[config.mk]
export PLATFORM = sky130hd
export DESIGN_NAME = count_event_capture
export DESIGN_NICKNAME = d
export VERILOG_FILES = /design/src/rtl/count_event_capture.sv
export SDC_FILE = /design/constraint.sdc
export NUM_CORES = 1
export LEC_CHECK = 0
export BUFFER_PORTS_ARGS = -buffer_cell sky130_fd_sc_hd__buf_4
export CORE_AREA = 5 5 77 61
export CTS_BUF_LIST = sky130_fd_sc_hd__clkbuf_8
export DETAILED_ROUTE_END_ITERATION = 8
export DIE_AREA = 0 0 82 66
export GPL_ROUTABILITY_DRIVEN = 0
export MAX_ROUTING_LAYER = met4
export PLACE_DENSITY = 0.84
export SLEW_MARGIN = 40
export SYNTH_ARGS = -nofsm -noshare
export SYNTH_HDL_FRONTEND = slang
export SYNTH_SLANG_ARGS = --single-unit
[constraint.sdc]
create_clock -name clk -period 2.7 [get_ports clk]
set_input_delay 0.27 -clock clk [delete_from_list [all_inputs] [get_ports clk]]
set_output_delay 0.27 -clock clk [all_outputs]
set_load 0.05 [all_outputs]
[src/rtl/count_event_capture.sv]
// Timestamps a selected edge of an asynchronous event line with the live counter
// value and queues the timestamps in a small FIFO with a valid/ready read side.
module count_event_capture #(
  parameter int CW          = 8,
  parameter int DEPTH       = 4,
  parameter int SYNC_STAGES = 2
) (
  input  logic                     clk,
  input  logic                     reset,
  input  logic [CW-1:0]            count_in,
  input  logic                     event_in,
  input  logic [1:0]               edge_sel,
  output logic [CW-1:0]            cap_data,
  output logic                     cap_valid,
  input  logic                     cap_ready,
  output logic [$clog2(DEPTH):0]   fill_level,
  output logic                     overflow,
  input  logic                     ovf_clr
);
  localparam int AW = $clog2(DEPTH);
  localparam int MW = $clog2(SYNC_STAGES + 1);

  localparam logic [AW-1:0] PTR_ONE   = AW'(1);
  localparam logic [AW-1:0] PTR_ZERO  = AW'(0);
  localparam logic [AW:0]   CNT_ONE   = (AW + 1)'(1);
  localparam logic [AW:0]   CNT_ZERO  = (AW + 1)'(0);
  localparam logic [AW:0]   CNT_FULL  = (AW + 1)'(DEPTH);
  localparam logic [MW-1:0] MASK_ONE  = MW'(1);
  localparam logic [MW-1:0] MASK_ZERO = MW'(0);
  localparam logic [MW-1:0] MASK_LAST = MW'(SYNC_STAGES);
  localparam logic [CW-1:0] DATA_ZERO = CW'(0);

  typedef enum logic {MASK = 1'b0, RUN = 1'b1} mask_state_t;

  logic [SYNC_STAGES-1:0] sync_q, sync_d;
  logic                   ev_d_q, ev_d_d;
  mask_state_t            state_q, state_d;
  logic [MW-1:0]          mask_cnt_q, mask_cnt_d;
  logic [CW-1:0]          mem_q [DEPTH];
  logic [CW-1:0]          mem_d [DEPTH];
  logic [AW-1:0]          wr_ptr_q, wr_ptr_d;
  logic [AW-1:0]          rd_ptr_q, rd_ptr_d;
  logic [AW:0]            cnt_q, cnt_d;
  logic                   ovf_q, ovf_d;

  logic ev_s, rise_s, fall_s, edge_hit_s, cap_pulse_s;
  logic full_s, push_s, pop_s, drop_s;

  assign ev_s       = sync_q[SYNC_STAGES-1];
  assign cap_valid  = (cnt_q != CNT_ZERO);
  assign cap_data   = mem_q[rd_ptr_q];
  assign fill_level = cnt_q;
  assign overflow   = ovf_q;

  // Synchroniser shift, edge history and edge selection; edge_sel acts in the same cycle.
  always_comb begin
    sync_d = {sync_q[SYNC_STAGES-2:0], event_in};
    ev_d_d = ev_s;
    rise_s = ev_s & ~ev_d_q;
    fall_s = ~ev_s & ev_d_q;
    case (edge_sel)
      2'b00:   edge_hit_s = rise_s;
      2'b01:   edge_hit_s = fall_s;
      2'b10:   edge_hit_s = rise_s | fall_s;
      default: edge_hit_s = 1'b0;
    endcase
    if (state_q == RUN) begin
      cap_pulse_s = edge_hit_s;
    end else begin
      cap_pulse_s = 1'b0;
    end
  end

  // Post-reset mask: hides the spurious edge the chain sees while filling from reset.
  always_comb begin
    state_d    = state_q;
    mask_cnt_d = mask_cnt_q;
    case (state_q)
      MASK: begin
        if (mask_cnt_q == MASK_LAST) begin
          state_d = RUN;
        end else begin
          mask_cnt_d = mask_cnt_q + MASK_ONE;
        end
      end
      RUN:     state_d = RUN;
      default: state_d = MASK;
    endcase
  end

  // FIFO bookkeeping: a pop frees the slot before the same-cycle push claims it.
  always_comb begin
    full_s   = (cnt_q == CNT_FULL);
    pop_s    = cap_valid & cap_ready;
    push_s   = cap_pulse_s & (~full_s | pop_s);
    drop_s   = cap_pulse_s & full_s & ~pop_s;
    mem_d    = mem_q;
    wr_ptr_d = wr_ptr_q;
    rd_ptr_d = rd_ptr_q;
    if (push_s) begin
      mem_d[wr_ptr_q] = count_in;
      wr_ptr_d        = wr_ptr_q + PTR_ONE;
    end else begin
      wr_ptr_d = wr_ptr_q;
    end
    if (pop_s) begin
      rd_ptr_d = rd_ptr_q + PTR_ONE;
    end else begin
      rd_ptr_d = rd_ptr_q;
    end
    case ({push_s, pop_s})
      2'b10:   cnt_d = cnt_q + CNT_ONE;
      2'b01:   cnt_d = cnt_q - CNT_ONE;
      default: cnt_d = cnt_q;
    endcase
    if (drop_s) begin
      ovf_d = 1'b1;
    end else if (ovf_clr) begin
      ovf_d = 1'b0;
    end else begin
      ovf_d = ovf_q;
    end
  end

  // State registers; reset discards all stored timestamps at once.
  always_ff @(posedge clk or posedge reset) begin
    if (reset) begin
      sync_q     <= {SYNC_STAGES{1'b0}};
      ev_d_q     <= 1'b0;
      state_q    <= MASK;
      mask_cnt_q <= MASK_ZERO;
      wr_ptr_q   <= PTR_ZERO;
      rd_ptr_q   <= PTR_ZERO;
      cnt_q      <= CNT_ZERO;
      ovf_q      <= 1'b0;
      for (int i = 0; i < DEPTH; i++) begin
        mem_q[i] <= DATA_ZERO;
      end
    end else begin
      sync_q     <= sync_d;
      ev_d_q     <= ev_d_d;
      state_q    <= state_d;
      mask_cnt_q <= mask_cnt_d;
      wr_ptr_q   <= wr_ptr_d;
      rd_ptr_q   <= rd_ptr_d;
      cnt_q      <= cnt_d;
      ovf_q      <= ovf_d;
      mem_q      <= mem_d;
    end
  end
endmodule

* After elaboration in Yosys (flattened, before gate mapping)
Index checks and enable logic that the tools add are counted.
Widths: inputs -> output; s select.
** Operators by class
- $add $sub $neg :: 5
- Magnitude comparators :: 3
- Equality and inequality tests :: 6
- Muxes and demuxes :: 13
- Bitwise gates (word level) :: 16
- Reductions and logical operators :: 6
** Operator list (number)
- $bwmux 32 :: 1
- $mux 8 :: 3
- $bmux 8 s2 :: 1
- $demux 8 s2 :: 1
- $add 2x1->2 const B :: 3
- $and 1x1->1 :: 6
- $eq 2x2->1 const B :: 3
- $ge 3x3->1 const B :: 2
- $not 1->1 :: 6
- $not 2->3 :: 2
- $pmux 3 s2 :: 1
- $eq 2x1->1 const B :: 2
- $mux 1 :: 4
- $reduce_bool 2->1 :: 2
- $add 3x1->3 const B :: 1
- $eq 3x3->1 const B :: 1
- $lt 3x1->1 const B :: 1
- $pmux 1 s3 :: 1
- $reduce_bool 3->1 :: 1
- $sub 3x1->3 const B :: 1
- $logic_not 2->1 :: 1
- $or 1x1->1 :: 2
- $pmux 1 s2 :: 1
- $reduce_and 2->1 :: 1
- $logic_and 1x1->1 :: 1
** Word-level totals
- Bits in registers :: 46
- Bits of input ports :: 15
- Output and inout bits :: 13
- Logic and storage cells :: 61

* Longest topological paths before layout
Gate-level depths: netlist (run 1).
- Word-level depth :: 8
- Mapped depth :: 10
- Mapped depth without buffers :: 10

* Worst setup path after synthesis (run 1)
OpenSTA, ideal clock, no wires.
- Kind :: register to register
- Start :: register cnt_q[0] (netlist: fill_level[0])
- End :: register cnt_q[2] (netlist: fill_level[2])
- Library setup time :: 141 ps
- Arrival time :: 2334 ps
- Data required time :: 2559 ps
- Path slack :: 225 ps
- Stages on the path, launching flop included :: 8
- Buffers on the path :: 0
- Clock period less this slack :: 2475 ps
- Cell sequence :: dfrtp_1 > or3_1 > nand2_1 > nor2b_1 > fa_1 > and3_1 > mux2i_1 > xnor2_1
** On the way
- Word-level cells in the longest chain between the ends :: 6
- Elaborated cells between the ends (all ways) :: 12
- Classes of those cells :: add/sub (2); eq/ne (3); mux (1); bitwise (4); reduce/logical (2)
** RTL lines
- start: declaration :: line 43 : logic [AW:0] cnt_q, cnt_d;
- start signal: assignment :: line 146 : cnt_q <= cnt_d;
- $reduce_bool 3->1 (*) :: line 50 : assign cap_valid = (cnt_q != CNT_ZERO);
- net cap_valid :: line 14 : output logic cap_valid,
- $and 1x1->1 (*) :: line 94 : pop_s = cap_valid & cap_ready;
- $or 1x1->1 :: line 95 : push_s = cap_pulse_s & (~full_s | pop_s);
- $and 1x1->1 :: line 95
- $eq 2x1->1 / $eq 2x2->1 (equally long branches) :: line 111 : case ({push_s, pop_s})
- $pmux 3 s2 / $reduce_bool 2->1 (equally long branches)
Mark *: on every way through the listed nets, which the timed path passes. The rest lies on a longest branch.
A chain may end at the register's enable or synchronous reset.

* Worst setup path after layout (run 1)
- Start :: register sync_q[1]
- End :: register cnt_q[2] (netlist: fill_level[2])
** On the way
- Word-level cells in the longest chain between the ends :: 8
- Elaborated cells between the ends (all ways) :: 11
- Classes of those cells :: eq/ne (2); mux (3); bitwise (5); reduce/logical (1)
** RTL lines
- start: declaration :: line 35 : logic [SYNC_STAGES-1:0] sync_q, sync_d;
- start signal: assignment :: line 128 : sync_q <= {SYNC_STAGES{1'b0}};
- start signal: assignment :: line 140 : sync_q <= sync_d;
- $not 1->1 :: line 60 : fall_s = ~ev_s & ev_d_q;
- $and 1x1->1 :: line 60
- $or 1x1->1 :: line 64 : 2'b10: edge_hit_s = rise_s | fall_s;
- $pmux 1 s3 (*) :: line 61 : case (edge_sel)
- $mux 1 (*) :: line 67 : if (state_q == RUN) begin
- $and 1x1->1 (*) :: line 95
- $eq 2x1->1 / $eq 2x2->1 (equally long branches) :: line 111
- $pmux 3 s2 / $reduce_bool 2->1 (equally long branches)
Every way passes the cells marked *; elsewhere a longest branch is shown, timed or not.

==> impl_metrics.json, run 1 <==
{
  "grt_pass1_vias": 1427,
  "wl_per_cell_um": 18.2,
  "max_freq_mhz": 438,
  "final_setup_violating_endpoints": 0,
  "finalSetupTns_ns": 0,
  "design.die.area_sq_um": 5410,
  "fillers": 288,
  "grt_first_pass_wirelength_mm": 7.07,
  "grtUsageTotal": 0.186,
  "dp_hpwl_mm": 2.75,
  "power-per-cell-area_nw_per_um2": 1390,
  "drc_violations": 0,
  "ys_seq_area_frac": 0.513,
  "detail_route.iter0.violations": 39,
  "io-pin-count": 28,
  "grt_start_max_net_pins": 47,
  "setup.worst_path.class": "reg2reg",
  "final-hold-violation-count": 0,
  "cts-root-buf": "clkbuf_8",
  "antenna_cells": 0,
  "clkSinkCount": 46,
  "timing.critical_path.required_ns": 2.94,
  "result_of_the_run": "completed",
  "clkLatencyLatePin_ns": 0.31,
  "grt_setup_unrepaired": "no",
  "area.growth.synth_to_final_pct": 15.0,
  "antenna_violations_before_repair": 0,
  "highest_metal_layer_used_by_the_detailed_router": "met4",
  "syn-mean-instance-area_sq_um": 16.0,
  "design.final.nets": 192,
  "synth.distinct_cells": 24,
  "worst_setup_hold_path_clk_slew_ns": 0.09,
  "htree_levels": 2,
  "utilization_of_the_core_after_routing": 0.661,
  "worstMarginPinSlew_ns": 0.571,
  "critical_path.endpoint_type": "register",
  "final-max-slew-violation-count": 0,
  "worst_min_delay_path_category": "in2reg",
  "netlist_instances": 140,
  "worst_ep_arrival_time_ns": 2.53,
  "met3RoutedLength_um": 161,
  "syn_area_sq_um": 2240,
  "max-slew-margin-rel": 0.620,
  "crit_fanout": 4,
  "globalRoute.totalOverflow": 0,
  "vias_per_cell": 5.33,
  "largest_clock_skew_in_the_final_design_ns": 0.0119,
  "core_area_sq_um": 3900,
  "yosysWarnings": 0,
  "row_count": 20,
  "detailroute.wirelength.met2_mm": 2.04,
  "port_buffers": 27,
  "post_cts_buffers": 0,
  "totalWireLength_mm": 4.11,
  "cts_buffers": 5,
  "drt.antenna.violating_nets": 0,
  "width_of_the_die_um": 82,
  "drt-met1-wl_mm": 1.79,
  "cts_buffer_depth": 2,
  "synth_seq_cells": 46,
  "tritoncts": "yes",
  "timing.final.crit_share": 0.846,
  "layout-drive-gt1-share": 0.476,
  "ir_drop_mv": 0.533,
  "leakage_uw": 0.00120,
  "period_needed_ns": 2.29,
  "cts-resized-gates": 0,
  "cts_hold_buf": 0,
  "startpoint_type": "register",
  "vias": 1200,
  "die_h_um": 66,
  "cap_viol_max_count": 0,
  "drt_pre_antenna_iters": 4,
  "synthesis.nets": 163,
  "initial_core_util": 0.575
}
## synth_stat cells
master	number	area [sq um]
fa_1	1	20.0
or4b_4	1	13.8
mux2_1	1	11.3
and2_4	4	35.0
nor2b_1	1	6.26
o2111a_4	1	20.0
xnor2_1	6	52.6
o21ai_0	2	10.0
or3_1	1	6.26
nand3_1	1	5.00
dfrtp_1	46	1150
mux2i_1	3	30.0
and3_1	1	6.26
clkbuf_1	2	7.51
o211ai_1	1	7.51
ha_1	7	87.6
o22ai_1	1	6.26
nand2_1	2	7.51
mux2_4	32	480
mux4_2	8	180
nor2_1	3	11.3
a21oi_1	1	5.00
buf_6	4	45.0
inv_1	10	37.5
## report_power, final
part           internal (uW)  switching [uW]  total, uW
Combinational            891             914       1800
Sequential               995             272       1270
Clock                    272             239        512
Total                   2160            1430       3580
## cell type report
type,count,area (sq um),share of cell area
clock buffers,5,68.8,0.0267
clock inverters,3,41.3,0.0160
inverters,10,37.5,0.0145
multi-input cells,78,1000,0.388
flip-flops and latches,46,1150,0.446
well taps,55,68.8,0.0267
repair buffers,28,210,0.0815
## routing by layer
layer | GRT usage | vias to the layer above
met5 | - | -
met4 | 0.0996 | 0
met3 | 0.0395 | 10
met2 | 0.287 | 25
met1 | 0.230 | 616
li1 | - | 549
## cells in the final DEF (no fill, tap or decap), types with 3 or more instances in the layout
cell type / count
mux4_2: 8
dfrtp_1: 46
nor2_1: 3
buf_4: 28
and2_4: 4
mux2_4: 32
xnor2_1: 6
inv_1: 11
mux2i_1: 3
ha_1: 7
clkbuf_8: 5
## per-stage QoR
step	hold WS, ns	setup WS (ns)	total power [uW]	instance area (sq um)	cells
6_report	0.0616	0.415	3580	2580	225
5_1_grt	0.0516	0.290	3770	2580	225
4_1_cts	0.0577	0.407	3610	2580	225
3_5_place_dp	0.338	0.424	3080	2470	217
3_3_place_gp	0.336	0.596	3000	2470	217
2_1_floorplan	0.301	0.225	2660	2240	140
## cells by family after synthesis
family          after synthesis  share of synthesized area
flops                        46                      0.513
compound gates                6                     0.0218
xor+xnor                      6                     0.0234
fa+ha+maj                     8                     0.0480
buf+inv                      16                     0.0402
simple gates                 14                     0.0407
mux                          44                      0.313
## worst max-delay path, stage by stage (launching register included)
cell and delay [ns]:
dfrtp_1 0.37, inv_1 0.05, ha_1 0.29, mux2i_1 0.22, o211ai_1 0.20, nor2b_1 0.20, fa_1 0.38, and3_1 0.16
mux2i_1 0.19, xnor2_1 0.14
## flip-flops by register name, summed over array words and instances, names as in the netlist
| signal | cells |
|---|---|
| sync_q | 2 |
| mem_q | 32 |
| mask_cnt_q | 2 |
| state_q | 1 |
| ev_d_q | 1 |
| overflow | 1 |
| fill_level | 3 |
| wr_ptr_q | 2 |
| rd_ptr_q | 2 |
## final timing paths
path / from / endpoint / slack (ns) / cells past startpoint
worst max-delay path: sync_q[1] / fill_level[2] / 0.41 / 9
worst min-delay path: event_in / sync_q[0] / 0.06 / 1
worst max register to register: sync_q[1] / fill_level[2] / 0.41 / 9
worst min register to register: sync_q[0] / sync_q[1] / 0.36 / 0
max in group asynchronous: reset / mem_q[10] / 2.20 / 3
min in group asynchronous: reset / mask_cnt_q[0] / 0.10 / 3
Note: power is estimated with default switching activity, not from simulation.
==> run 2: changes to the inputs <==
--- a/config.mk
+++ b/config.mk
@@ -6,13 +6,13 @@
 export NUM_CORES = 1
 export LEC_CHECK = 0
 export BUFFER_PORTS_ARGS = -buffer_cell sky130_fd_sc_hd__buf_4
-export CORE_AREA = 5 5 77 61
+export CORE_AREA = 5 5 81 64
 export CTS_BUF_LIST = sky130_fd_sc_hd__clkbuf_8
 export DETAILED_ROUTE_END_ITERATION = 8
-export DIE_AREA = 0 0 82 66
+export DIE_AREA = 0 0 86 69
 export GPL_ROUTABILITY_DRIVEN = 0
 export MAX_ROUTING_LAYER = met4
-export PLACE_DENSITY = 0.84
+export PLACE_DENSITY = 0.79
 export SLEW_MARGIN = 40
 export SYNTH_ARGS = -nofsm -noshare
 export SYNTH_HDL_FRONTEND = slang
==> constraint.sdc (replaced) <==
create_clock -name clk -period 2 [get_ports clk]
set_input_delay 0.2 -clock clk [delete_from_list [all_inputs] [get_ports clk]]
set_output_delay 0.2 -clock clk [all_outputs]
set_load 0.05 [all_outputs]
==> impl_metrics.json, run 2 (synthesis results as in run 1) <==
{
  "result_of_the_run": "complete, but fails checks",
  "failed_checks": "setup timing",
  "clkLatencyLatePin_ns": 0.31,
  "antenna_violations_before_repair": 0,
  "cap_viol_max_count": 0,
  "die_h_um": 69,
  "drt_pre_antenna_iters": 4,
  "row_count": 21,
  "timing.critical_path.required_ns": 2.22,
  "totalWireLength_mm": 4.08,
  "dpl-instance-area_sq_um": 2560,
  "final-max-slew-violation-count": 0,
  "placement.setup.worst_slack_ns": -0.0312,
  "htree_levels": 2,
  "worst_setup_hold_path_clk_slew_ns": 0.08,
  "grt_setup_unrepaired": "yes",
  "max-slew-margin-rel": 0.680,
  "flip_flop_count_of_the_largest_register_after_layout": 32,
  "area.growth.synth_to_final_pct": 20.7,
  "clkSinkCount": 46,
  "timing.final.crit_share": 1.03,
  "globalRoute.totalOverflow": 0,
  "port_buffers": 27,
  "initial_core_util": 0.517,
  "layout.area.seq_sq_um": 1160,
  "largest_clock_skew_in_the_final_design_ns": 0.0137,
  "worst_min_delay_path_category": "in2reg",
  "ir_drop_mv": 0.859,
  "critical_path.endpoint_type": "register",
  "core_area_sq_um": 4340,
  "cts-root-buf": "clkbuf_8",
  "tritoncts": "yes",
  "drt.antenna.violating_nets": 0,
  "layout.cell_area.non_filler_sq_um": 2710,
  "wl_per_cell_um": 17.0,
  "leakage_uw": 0.00125,
  "drc_violations": 0,
  "crit_fanout": 3,
  "grtUsageTotal": 0.155,
  "fillers": 318,
  "cts_buffer_depth": 2,
  "finalSetupTns_ns": -0.0575,
  "vias": 1209,
  "grt_first_pass_wirelength_mm": 6.93,
  "dp_hpwl_mm": 2.93,
  "layout-drive-gt1-share": 0.568,
  "mostFrequentLayoutCells": "dfrtp_1, buf_4, mux2_4",
  "design.die.area_sq_um": 5930,
  "final-hold-violation-count": 0,
  "layout.cells.most_common": "dfrtp_1",
  "timing.final.ws_setup_ns": -0.0575,
  "design.final.nets": 205,
  "utilization_of_the_core_after_routing": 0.625,
  "top_register": "mem_q",
  "grt_pass1_vias": 1358,
  "period_needed_ns": 2.06,
  "grt_start_max_net_pins": 26,
  "width_of_the_die_um": 86,
  "startpoint_type": "register",
  "final_setup_violating_endpoints": 1,
  "vias_per_cell": 5.04,
  "worstMarginPinSlew_ns": 0.480,
  "cts_buffers": 5,
  "worst_ep_arrival_time_ns": 2.28,
  "antenna_cells": 0,
  "max_freq_mhz": 486,
  "setup.worst_path.class": "reg2reg",
  "multi_input_area_sq_um": 1030,
  "detail_route.iter0.violations": 43,
  "power-per-cell-area_nw_per_um2": 1790,
  "io-pin-count": 28
}
==> run 2: critical path, stage by stage (launching register included) <==
cell and delay (ns):
dfrtp_1 0.37, inv_1 0.05, ha_1 0.29, mux2i_1 0.19, o211ai_1 0.12, nor2b_2 0.18, fa_2 0.33, and3_1 0.15
mux2i_1 0.16, xnor2_1 0.13
==> run 2: final timing paths <==
kind | slack, ns | cells after the start | from | to
setup reg to reg | -0.06 | 9 | sync_q[1] | fill_level[2]
min in group asynchronous | 0.47 | 3 | reset | mem_q[4]
hold / removal | 0.09 | 2 | ovf_clr | overflow
max in group asynchronous | 1.03 | 4 | reset | mem_q[27]
setup / recovery | -0.06 | 9 | sync_q[1] | fill_level[2]
hold reg to reg | 0.36 | 0 | sync_q[0] | sync_q[1]
==> run 2: power breakdown <==
part | leakage, uW | switching (uW) | total (uW) | internal, uW
clock | 0.0000441 | 325 | 571 | 246
combinational | 0.000667 | 1290 | 2600 | 1300
sequential | 0.000540 | 315 | 1670 | 1350
==> run 2: routing by layer <==
metal / GRT usage / vias up / wire (um)
met4: 0.0422 / 0 / 49
met2: 0.245 / 17 / 2020
met3: 0.0369 / 7 / 132
li1: - / 571 / -
met1: 0.200 / 614 / 1880
met5: - / - / 0
==> run 2: cell type report <==
type,instances,share of cell area
Inverter,10,0.0139
Multi-Input combinational cell,78,0.379
Clock buffer,5,0.0254
Clock inverter,3,0.00786
Timing Repair Buffer,41,0.120
Sequential cell,46,0.427
Tap cell,57,0.0263
==> run 2: per-stage QoR <==
stage / hold slack [ns] / total power [uW] / cells
after floorplan: 0.231 / 3640 / 140
after detailed placement: 0.300 / 4280 / 226
final: 0.0896 / 4840 / 240
after global routing: 0.0790 / 5110 / 240
after CTS: 0.0806 / 4880 / 239
after global placement: 0.287 / 4170 / 226
==> run 2: what timing repair did <==
item,CTS,global route
buffers inserted,3,1
gates resized for setup,1,1
hold buffers,2,0
endpoints found under the setup margin,21,37
endpoints found under the hold margin,22,0
pin swaps,3,1
==> run 3: changes to the inputs <==
--- a/config.mk
+++ b/config.mk
@@ -13,6 +13,8 @@
 export GPL_ROUTABILITY_DRIVEN = 0
 export MAX_ROUTING_LAYER = met4
 export PLACE_DENSITY = 0.79
+export REMOVE_ABC_BUFFERS = 1
+export SKIP_CTS_REPAIR_TIMING = 1
 export SLEW_MARGIN = 40
 export SYNTH_ARGS = -nofsm -noshare
 export SYNTH_HDL_FRONTEND = slang
==> impl_metrics.json, run 3 (synthesis results as in run 1) <==
{
  "smallest_hold_slack_ns": 0.100,
  "max_freq_mhz": 481,
  "core_area_sq_um": 4340,
  "result_of_the_run": "complete, but fails checks",
  "critical_path.endpoint_type": "register",
  "layout-drive-gt1-share": 0.552,
  "design.die.area_sq_um": 5930,
  "drt_pre_antenna_iters": 4,
  "initial_core_util": 0.517,
  "timing.final.crit_share": 1.04,
  "setup.worst_path.class": "reg2reg",
  "worst_min_delay_path_category": "in2reg",
  "worst_setup_hold_path_clk_slew_ns": 0.08,
  "timing.critical_path.slowest_cell_delay_ns": 0.43,
  "worstMarginPinSlew_ns": 0.522,
  "port_buffers": 27,
  "cells_along_the_critical_path": "buf_4 > ha_4 > inv_1 > mux2i_2 > o211ai_1 > nor2b_4 > fa_2 > mux2_4",
  "failed_checks": "setup timing",
  "wl_per_cell_um": 17.4,
  "top_register": "mem_q",
  "startpoint_type": "register",
  "tritoncts": "yes",
  "grt_setup_unrepaired": "yes",
  "drt.antenna.violating_nets": 0,
  "ir_drop_mv": 0.980,
  "mostFrequentLayoutCells": "dfrtp_1, buf_4, mux2_4",
  "clkLatencyLatePin_ns": 0.30,
  "dp_hpwl_mm": 2.89,
  "final_setup_violating_endpoints": 2,
  "grt_pass1_vias": 1382,
  "vias": 1235,
  "grtUsageTotal": 0.154,
  "power-per-cell-area_nw_per_um2": 1810,
  "final-hold-violation-count": 0,
  "flip_flop_count_of_the_largest_register_after_layout": 32,
  "cts_buffers": 5,
  "cap_viol_max_count": 0,
  "area.growth.synth_to_final_pct": 21.6,
  "layout.cells.most_common": "dfrtp_1",
  "design.final.nets": 203,
  "io-pin-count": 28,
  "globalRoute.totalOverflow": 0,
  "grt_first_pass_wirelength_mm": 6.93,
  "width_of_the_die_um": 86,
  "vias_per_cell": 5.19,
  "final-max-slew-violation-count": 0,
  "cts_buffer_depth": 2,
  "leakage_uw": 0.00126,
  "row_count": 21,
  "max-slew-margin-rel": 0.650,
  "period_needed_ns": 2.08,
  "largest_clock_skew_in_the_final_design_ns": 0.00507,
  "timing.critical_path.slowest_stage_cell": "fa_2",
  "htree_levels": 2,
  "grt_start_max_net_pins": 35,
  "totalWireLength_mm": 4.14,
  "total_power_uw": 4940,
  "timing.final.ws_setup_ns": -0.0775,
  "die_h_um": 69,
  "crit_fanout": 3,
  "antenna_cells": 0,
  "cts-root-buf": "clkbuf_8",
  "clkSinkCount": 46,
  "worst_ep_arrival_time_ns": 2.26,
  "utilization_of_the_core_after_routing": 0.629,
  "detail_route.iter0.violations": 80,
  "drc_violations": 0,
  "timing.critical_path.required_ns": 2.18,
  "antenna_violations_before_repair": 0
}
==> run 3: cell count changes in the layout (fill, tap and decap cells not counted), moves of 2 or more <==
cell and change:
buf_4 -2, dfrtp_1 +4, dfrtp_2 -4, ha_1 -2, ha_4 +2, inv_1 -2
==> run 3: final timing paths <==
kind | from | end | slack (ns) | depth (start not counted)
worst min-delay path | ovf_clr | overflow | 0.10 | 2
min in group asynchronous | reset | fill_level[0] | 0.43 | 3
worst max-delay path | sync_q[1] | fill_level[1] | -0.08 | 8
worst min register to register | sync_q[0] | sync_q[1] | 0.36 | 0
max in group asynchronous | reset | mem_q[24] | 1.07 | 4
worst max register to register | sync_q[1] | fill_level[1] | -0.08 | 8
==> run 3: through the flow <==
stage | setup WS [ns] | cell area [sq um] | TNS (ns) | std cells
finish | -0.0775 | 2730 | -0.113 | 238
CTS | -0.0865 | 2650 | -0.504 | 234
global placement | 0.0256 | 2540 | 0 | 226
floorplan | -0.475 | 2190 | -1.78 | 134
detailed placement | -0.0478 | 2540 | -0.107 | 226
global route | -0.215 | 2730 | -1.21 | 238
==> run 3: power breakdown <==
part	total, uW	switching [uW]	internal (uW)
combinational	2600	1300	1300
sequential	1670	329	1340
clock	668	301	368
==> run 3: per-layer routing <==
| layer | vias up | wire (um) | track usage | part of all wire |
|---|---|---|---|---|
| li1 | 563 | - | - | - |
| met4 | 0 | 70 | 0.0633 | 0.017 |
| met2 | 26 | 2050 | 0.230 | 0.49 |
| met1 | 640 | 1860 | 0.198 | 0.45 |
| met3 | 6 | 169 | 0.0417 | 0.041 |
| met5 | - | 0 | - | 0 |
==> run 3: area by class of cell <==
type	count	area [sq um]
Clock buffer	5	68.8
Clock inverter	3	40.0
Fill cell	325	1610
Inverter	10	37.5
Multi-Input combinational cell	78	1050
Sequential cell	46	1150
Tap cell	57	71.3
Timing Repair Buffer	39	310
==> run 3: worst max-delay path: cells and delay by family (launching register included) <==
family                   cells  cell delay [ns]
multiplexers                 2             0.37
AND/OR/NAND/NOR              1             0.19
buffers and inverters        2             0.22
AO/OA/AOI/OAI                1             0.22
adder cells (fa/ha/maj)      2             0.57
flip-flops                   1             0.41
